### config.mk
export PLATFORM = sky130hd
export DESIGN_NAME = jstk_spi_responder
export DESIGN_NICKNAME = d
export VERILOG_FILES = /design/src/rtl/jstk_pkg.sv /design/src/rtl/sync_edge.sv /design/src/rtl/jstk_spi_responder.sv
export SDC_FILE = /design/constraint.sdc
export NUM_CORES = 1
export LEC_CHECK = 0
export ABC_AREA = 1
export BUFFER_PORTS_ARGS = -buffer_cell sky130_fd_sc_hd__buf_2
export CAP_MARGIN = 15
export CORE_MARGIN = 2
export CORE_UTILIZATION = 63
export DETAILED_ROUTE_END_ITERATION = 10
export PLACE_DENSITY = 0.89
export SYNTH_ARGS = -nofsm -noshare
export SYNTH_HDL_FRONTEND = slang
export SYNTH_SLANG_ARGS = --single-unit
### constraint.sdc
create_clock -name clk -period 4.4 [get_ports clk]
set_input_delay 0.22 -clock clk [delete_from_list [all_inputs] [get_ports clk]]
set_output_delay 0.22 -clock clk [all_outputs]
set_load 0.01 [all_outputs]
### src/rtl/jstk_pkg.sv
// Shared constants and frame layout for the PmodJSTK responder.
// The byte order matches the joystick reader's DOUT layout.
package jstk_pkg;

   localparam int unsigned JSTK_FRAME_BITS = 40;
   localparam int unsigned JSTK_BYTES      = 5;

   localparam logic [5:0] LED_CMD_DEFAULT = 6'b100000;

   // Bit positions inside the 40-bit frame, byte0 (X low) is sent first
   localparam int unsigned XLO_MSB = 39;
   localparam int unsigned XLO_LSB = 32;
   localparam int unsigned XHI_MSB = 25;
   localparam int unsigned XHI_LSB = 24;
   localparam int unsigned YLO_MSB = 23;
   localparam int unsigned YLO_LSB = 16;
   localparam int unsigned YHI_MSB = 9;
   localparam int unsigned YHI_LSB = 8;
   localparam int unsigned BTN_MSB = 2;
   localparam int unsigned BTN_LSB = 0;

   typedef enum logic [1:0] {
      StIdle,
      StShift,
      StDone
   } jstk_state_e;

   function automatic logic [JSTK_FRAME_BITS-1:0] jstk_frame(input logic [9:0] x,
                                                              input logic [9:0] y,
                                                              input logic [2:0] b);
      logic [JSTK_FRAME_BITS-1:0] f;
      f = '0;
      f[XLO_MSB:XLO_LSB] = x[7:0];
      f[XHI_MSB:XHI_LSB] = x[9:8];
      f[YLO_MSB:YLO_LSB] = y[7:0];
      f[YHI_MSB:YHI_LSB] = y[9:8];
      f[BTN_MSB:BTN_LSB] = b;
      return f;
   endfunction

endpackage

### src/rtl/sync_edge.sv
// Multi-flop synchronizer for an asynchronous input, with single-clk
// rise/fall pulses derived from the last stage and one extra delay flop.
module sync_edge #(
   parameter int unsigned STAGES    = 2,
   parameter logic        RESET_VAL = 1'b0
) (
   input  logic clk,
   input  logic rst,
   input  logic d,
   output logic q,
   output logic rise,
   output logic fall
);

   logic [STAGES-1:0] sync_q;
   logic              dly_q;

   always_ff @(posedge clk or negedge rst) begin
      if (!rst) begin
         sync_q <= {STAGES{RESET_VAL}};
         dly_q  <= RESET_VAL;
      end else begin
         sync_q <= {sync_q[STAGES-2:0], d};
         dly_q  <= sync_q[STAGES-1];
      end
   end

   assign q    = sync_q[STAGES-1];
   assign rise = sync_q[STAGES-1] & ~dly_q;
   assign fall = ~sync_q[STAGES-1] & dly_q;

endmodule

### src/rtl/jstk_spi_responder.sv
// SPI mode-0 slave emulating a PmodJSTK: returns a 5-byte X/Y/button frame
// per SS-framed transaction and decodes the master's LED command byte.
module jstk_spi_responder
   import jstk_pkg::*;
#(
   parameter int unsigned SYNC_STAGES = 2,
   parameter logic [5:0]  LED_CMD     = LED_CMD_DEFAULT
) (
   input  logic       clk,
   input  logic       rst,
   input  logic       SCLK,
   input  logic       SS,
   input  logic       MOSI,
   output logic       MISO,
   input  logic [9:0] joy_x,
   input  logic [9:0] joy_y,
   input  logic [2:0] btn,
   output logic [1:0] led,
   output logic       busy,
   output logic       frame_done
);

   localparam logic [5:0] CNT_FULL = 6'(JSTK_FRAME_BITS);
   localparam logic [5:0] CNT_SAT  = 6'(JSTK_FRAME_BITS + 1);
   localparam logic [5:0] CNT_CMD  = 6'd8;

   logic sclk_s, sclk_rise, sclk_fall;
   logic ss_s, ss_rise, ss_fall;
   logic mosi_s, mosi_rise, mosi_fall;

   sync_edge #(.STAGES(SYNC_STAGES), .RESET_VAL(1'b0)) u_sync_sclk (
      .clk  (clk),
      .rst  (rst),
      .d    (SCLK),
      .q    (sclk_s),
      .rise (sclk_rise),
      .fall (sclk_fall)
   );

   sync_edge #(.STAGES(SYNC_STAGES), .RESET_VAL(1'b1)) u_sync_ss (
      .clk  (clk),
      .rst  (rst),
      .d    (SS),
      .q    (ss_s),
      .rise (ss_rise),
      .fall (ss_fall)
   );

   sync_edge #(.STAGES(SYNC_STAGES), .RESET_VAL(1'b0)) u_sync_mosi (
      .clk  (clk),
      .rst  (rst),
      .d    (MOSI),
      .q    (mosi_s),
      .rise (mosi_rise),
      .fall (mosi_fall)
   );

   logic unused_sync;
   assign unused_sync = ^{sclk_s, ss_s, mosi_rise, mosi_fall};

   jstk_state_e                 state_q;
   logic [JSTK_FRAME_BITS-1:0]  tx_q;
   logic [7:0]                  rx_q;
   logic [7:0]                  cmd_q;
   logic [5:0]                  cnt_q;
   logic                        miso_q;
   logic [1:0]                  led_q;
   logic                        done_q;

   logic [JSTK_FRAME_BITS-1:0]  snap;
   logic [7:0]                  rx_next;

   assign snap    = jstk_frame(joy_x, joy_y, btn);
   assign rx_next = {rx_q[6:0], mosi_s};

   always_ff @(posedge clk or negedge rst) begin
      if (!rst) begin
         state_q <= StIdle;
         tx_q    <= '0;
         rx_q    <= '0;
         cmd_q   <= '0;
         cnt_q   <= '0;
         miso_q  <= 1'b0;
         led_q   <= 2'b00;
         done_q  <= 1'b0;
      end else begin
         done_q <= 1'b0;
         unique case (state_q)
            StIdle: begin
               miso_q <= 1'b0;
               if (ss_fall) begin
                  tx_q    <= snap;
                  rx_q    <= '0;
                  cmd_q   <= '0;
                  cnt_q   <= '0;
                  miso_q  <= snap[JSTK_FRAME_BITS-1];
                  state_q <= StShift;
               end
            end
            StShift: begin
               // SS rise takes priority over any SCLK edge in the same clk
               if (ss_rise) begin
                  miso_q <= 1'b0;
                  if (cnt_q == CNT_FULL) begin
                     done_q  <= 1'b1;
                     state_q <= StDone;
                  end else begin
                     state_q <= StIdle;
                  end
               end else begin
                  if (sclk_rise) begin
                     rx_q <= rx_next;
                     if (cnt_q != CNT_SAT) cnt_q <= cnt_q + 6'd1;
                     if (cnt_q == CNT_CMD - 6'd1) cmd_q <= rx_next;
                  end
                  // Zeros shift in behind the frame, so MISO idles low past bit 40
                  if (sclk_fall) begin
                     tx_q   <= {tx_q[JSTK_FRAME_BITS-2:0], 1'b0};
                     miso_q <= tx_q[JSTK_FRAME_BITS-2];
                  end
               end
            end
            StDone: begin
               if (cmd_q[7:2] == LED_CMD) led_q <= cmd_q[1:0];
               state_q <= StIdle;
            end
            default: state_q <= StIdle;
         endcase
      end
   end

   assign MISO       = miso_q;
   assign led        = led_q;
   assign frame_done = done_q;
   assign busy       = (state_q == StShift);

endmodule
* Word level (Yosys, flattened, before mapping) *
Cells that the tools add are included.

storage, ports and cells
  bits in registers = 74
  output and inout port bits = 5

cells by class
  reductions and logical operators = 9
  equal/unequal tests = 14
  muxes and demuxes = 28
  add/subtract/negate cells = 1
  bitwise gates (word level) = 8

operators with widths
  cell                                                                      number
  39-bit 2-to-1 mux                                                         3
  39-bit one-hot mux with 2 select lines                                    1
  8-bit 2-to-1 mux                                                          4
  6-bit 2-to-1 mux                                                          4
  8-bit one-hot mux with 2 select lines                                     1
  7-bit 2-to-1 mux                                                          2
  7-bit one-hot mux with 2 select lines                                     1
  6-bit equality test (second input constant)                               2
  6-bit one-hot mux with 2 select lines                                     1
  2-bit by 1-bit inequality test with 1-bit output (second input constant)  5
  5-bit AND reduction                                                       2
  4-bit AND reduction                                                       2
  6-bit by 1-bit adder with 6-bit output (second input constant)            1
  6-bit by 3-bit equality test with 1-bit output (second input constant)    1
  1-bit 2-to-1 mux                                                          6
  2-bit 2-to-1 mux                                                          3
  6-bit inequality test (second input constant)                             1
  2-bit AND reduction                                                       3
  1-bit bitwise AND                                                         4
  2-bit inequality test (second input constant)                             2
  1-bit inverter                                                            4
  2-bit one-hot mux with 2 select lines                                     1
  3-bit by 1-bit inequality test with 1-bit output (second input constant)  1
  2-bit by 1-bit equality test with 1-bit output (second input constant)    1
  4 further kinds                                                           4

* Depth between registers and ports, before layout *
  depth in word-level cells = 5
  depth in mapped cells = 10

* Modules after synthesis *
From an unflattened synthesis, not the netlist that was laid out.

unflattened totals
  cells, all modules = 408
  area total of the unflattened synthesis = 3,380.7 um^2

by module, submodules not included
  module                        instances  area each (um^2)  cells each
  jstk_spi_responder            1          3,106.7           387
  sync_edge at u_sync_mosi ...  2          90.1              7
  sync_edge at u_sync_ss        1          93.8              7

* Worst setup path after synthesis *
Ideal clock, no wire load.

  path kind = reg2reg
  start = reg u_sync_ss.dly_q
  end = reg tx_q[11]
  stages on the path, launching flop included = 10
  period minus slack after synthesis = 1.408 ns
  slack = 2.992 ns
  arrival time = 1.275 ns
  library setup time = 0.134 ns
  cell sequence = dfstp_2 > inv_1 > nor2_1 > nand2_1 > nand2_2 > nand2_2 > buf_6 > buf_6 > nand2_1 > o21ai_0

between the ends
  word-level cells in the longest chain between the ends = 4

RTL lines
  item                                    RTL line                   RTL
  start: declaration                      sync_edge.sv:16            logic dly_q;
  start signal: assignment                sync_edge.sv:24            dly_q <= sync_q[STAGES-1];
  1-bit inverter                          sync_edge.sv:29            assign rise = sync_q[STAGES-1] & ~dly_q;
  1-bit bitwise AND                       sync_edge.sv:29
  2-bit inequality test (no source line)  n/a
  4-bit AND reduction (no source line) *  n/a
  end signal: assignment                  jstk_spi_responder.sv:92   tx_q <= snap;
  end signal: assignment                  jstk_spi_responder.sv:118  tx_q <= {tx_q[JSTK_FRAME_BITS-2:0], 1'b0};
  end: declaration                        jstk_spi_responder.sv:62   logic [JSTK_FRAME_BITS-1:0] tx_q;

Every way passes the cells marked *; elsewhere a longest branch is shown, timed or not.
A chain may end at the register's enable or synchronous reset.

* Worst setup path after layout *
  start = reg u_sync_ss.dly_q
  end = reg tx_q[8]

The elaborated chain is that of the path after synthesis.

==> impl_metrics.yaml <==
run_status:
  status: "finished, final reports clean"
layout:
  final_cells: 501
  area_growth_pct: 13.3
  final_common_cell: "nand2_1"
  n_fill_cell: 383
  drive_gt1_share_pct: 16.5
  diodes: 0
  layout_common_cells: "nand2_1 (157), dfrtp_1 (71), o21ai_0 (50)"
  nNetsFinal: 457
clocking:
  cts_tree: "done"
  cts-root-buf: "clkbuf_8"
  cts.htree.levels: 3
  cts.sinks: 74
  clk_latency_ns: 0.35
  clock_path_buffers: 2
  path_clk_slew_ns: 0.07
  post-cts-setup-buffer-count: 0
  cts-buffers-inserted: 9
worst_setup_path:
  cp-start-kind: "flip-flop"
  crit_chain: "inv_1 > nor2_1 > nand2_1 > nand2_2 > nand2_2 > inv_2 > o21ai_0"
  crit_type: "flip-flop to flip-flop"
  cp_max_fo: 40
  critPathMaxStageDelay_ns: 0.65
  arrival_ns: 2.49
  cp_common_cell: "nand2_2"
  crit_slowest_cell: "inv_2"
  worstPathRequired_ns: 4.60
  end_kind: "flip-flop"
route:
  route.detailed.drc: 0
  vias: 2662
  ant_nets: 0
  drtPass1Iterations: 4
  wl_mm: 6.44
  avgRoutedWirePerCell_um: 12.8
  drt_iter0_drc: 180
  vias_per_cell: 5.31
sta:
  worst_slew_pin_slew_ns: 0.645
  slew_violations: 0
  setup_viol: 0
  final.period_utilization_pct: 52.0
  hold_viol: 0
  finalCriticalPeriod_ns: 2.29
  max_freq_mhz: 437
  grt_setup_unrepaired: "false"
  tns_ns: 0
  relSlewSlack_pct: 57.0
  finalClockSkew_ns: 0.0133
place:
  dp_hpwl_mm: 4.25
  portBuffers: 32
  gp_congestion: 0.812
  placedCellCount: 480
synth:
  syn-num-nets: 425
  synthesis.instances: 394
  yosysSeqAreaShare_pct: 55.4
  yosysWarnings: 0
  syn_avg_cell_area_um2: 8.49
  synthesis.area_um2: 3350
  synth.distinct_cells: 26
  ys_ff_latch: 74
floorplan:
  rows: 26
  die_area_um2: 5910
  initial_core_util_pct: 65.5
  io_pins: 33
  die_h_um: 76.9
  core_area_um2: 5110
  die_w_um: 76.9
global_route:
  grt.overflow.total: 0
  grtUsageTotal_pct: 23.8
  first_global_vias: 2555
  grt_pass1_wl_mm: 11.1
  grt_max_degree: 47
  antenna_found_initial: 0
power_and_ir_drop:
  power.leakage_nw: 1.85
  ir_worst_vdd_mv: 0.313
  power_density_nw_per_um2: 522
run:
  maxCapViolCount: 0
worst_hold_path:
  min_path_type: "primary input to flip-flop"
## metrics by stage
step                      area [µm²]  power, W  hold WS [ns]  setup WS (ns)  utilization (%)
after floorplan                 3350   0.00124       -0.0756           2.99                -
after global placement          3490   0.00130         0.265           2.22             68.4
after detailed placement        3490   0.00134         0.281           2.15             68.4
after CTS                       3780   0.00197         0.152           2.14             74.0
after global routing            3790   0.00210         0.162           1.90             74.3
final                           3790   0.00198         0.164           2.11             74.3
## where the power goes
| group | switching [W] | leakage, nW | internal (W) |
|---|---|---|---|
| registers | 0.0000779 | 0.975 | 0.000826 |
| clock network | 0.000251 | 0.120 | 0.000391 |
| logic | 0.000286 | 0.753 | 0.000147 |
| total | 0.000615 | 1.85 | 0.00136 |
## layout make-up
cell class / instances / area, µm² / share of cell area (%)
flip-flops and latches: 74 / 1860 / 48.9
multi-input cells: 270 / 1260 / 33.1
repair buffers: 39 / 230 / 6.07
clock buffers: 11 / 141 / 3.73
inverters: 32 / 120 / 3.17
clock inverters: 5 / 103 / 2.70
well taps: 70 / 87.6 / 2.31
## cell usage after synthesis (all sizes together)
library cell / number / share of area [%]
nand2: 160 / 18
o21ai: 73 / 12
dfrtp: 71 / 53
inv: 32 / 3.6
buf: 14 / 3.0
nand3: 10 / 1.5
nand3b: 8 / 1.8
nor2: 8 / 1.2
clkbuf: 4 / 0.45
dfstp: 3 / 2.4
ha: 3 / 1.1
nor4b: 2 / 0.52
nand4: 1 / 0.19
nor3: 1 / 0.15
nor4: 1 / 0.19
o21a: 1 / 0.22
or2: 1 / 0.19
xor2: 1 / 0.26
## worst paths after layout
| kind | from | endpoint | cells past startpoint | slack, ns |
|---|---|---|---|---|
| worst min register to register | u_sync_sclk.sync_q[0] | u_sync_sclk.sync_q[1] | 0 | 0.35 |
| worst min-delay path | btn[0] | tx_q[0] | 3 | 0.16 |
| worst max register to register | u_sync_ss.dly_q | tx_q[8] | 7 | 2.11 |
| min in group asynchronous | rst | rx_q[3] | 2 | 0.41 |
| worst max-delay path | u_sync_ss.dly_q | tx_q[8] | 7 | 2.11 |
| max in group asynchronous | rst | u_sync_ss.dly_q | 3 | 2.97 |
## kinds of logic after synthesis
| logic type | after synthesis | share of synthesized area (%) |
|---|---|---|
| AND/OR/NAND/NOR | 192 | 23.9 |
| buffers and inverters | 50 | 7.03 |
| adder cells (fa/ha/maj) | 3 | 1.12 |
| XOR/XNOR | 1 | 0.262 |
| AO/OA/AOI/OAI | 74 | 12.3 |
| flip-flops | 74 | 55.4 |
## layer usage
layer	part of all wire [%]	up-vias	GRT usage, %
li1	-	1321	-
met1	45	1285	29.8
met3	3.1	11	6.82
met5	0	-	0
met2	51	45	41.0
met4	1.7	0	5.64
## state kept, by name, summed over array words and instances (netlist names)
signal              flops
led                     2
tx_q                   39
u_sync_mosi.sync_q      2
u_sync_ss.dly_q         1
rx_q                    7
state_q                 2
cnt_q                   6
cmd_q                   8
u_sync_sclk.sync_q      2
u_sync_sclk.dly_q       1
frame_done              1
MISO                    1
u_sync_ss.sync_q        2
## worst max-delay path: cells and delay by family (launching register included)
| family | cells | cell delay (ns) |
|---|---|---|
| AOI/OAI and AO/OA | 1 | 0.19 |
| buffers and inverters | 2 | 0.70 |
| DFF | 1 | 0.53 |
| and+or+nand+nor | 4 | 0.73 |
## repair_timing
item | in CTS | in global routing
resized for setup | 0 | 0
hold buffers | 4 | 0
hold endpoints to repair | 31 | 0
Note: power is estimated with default switching activity, not from simulation.
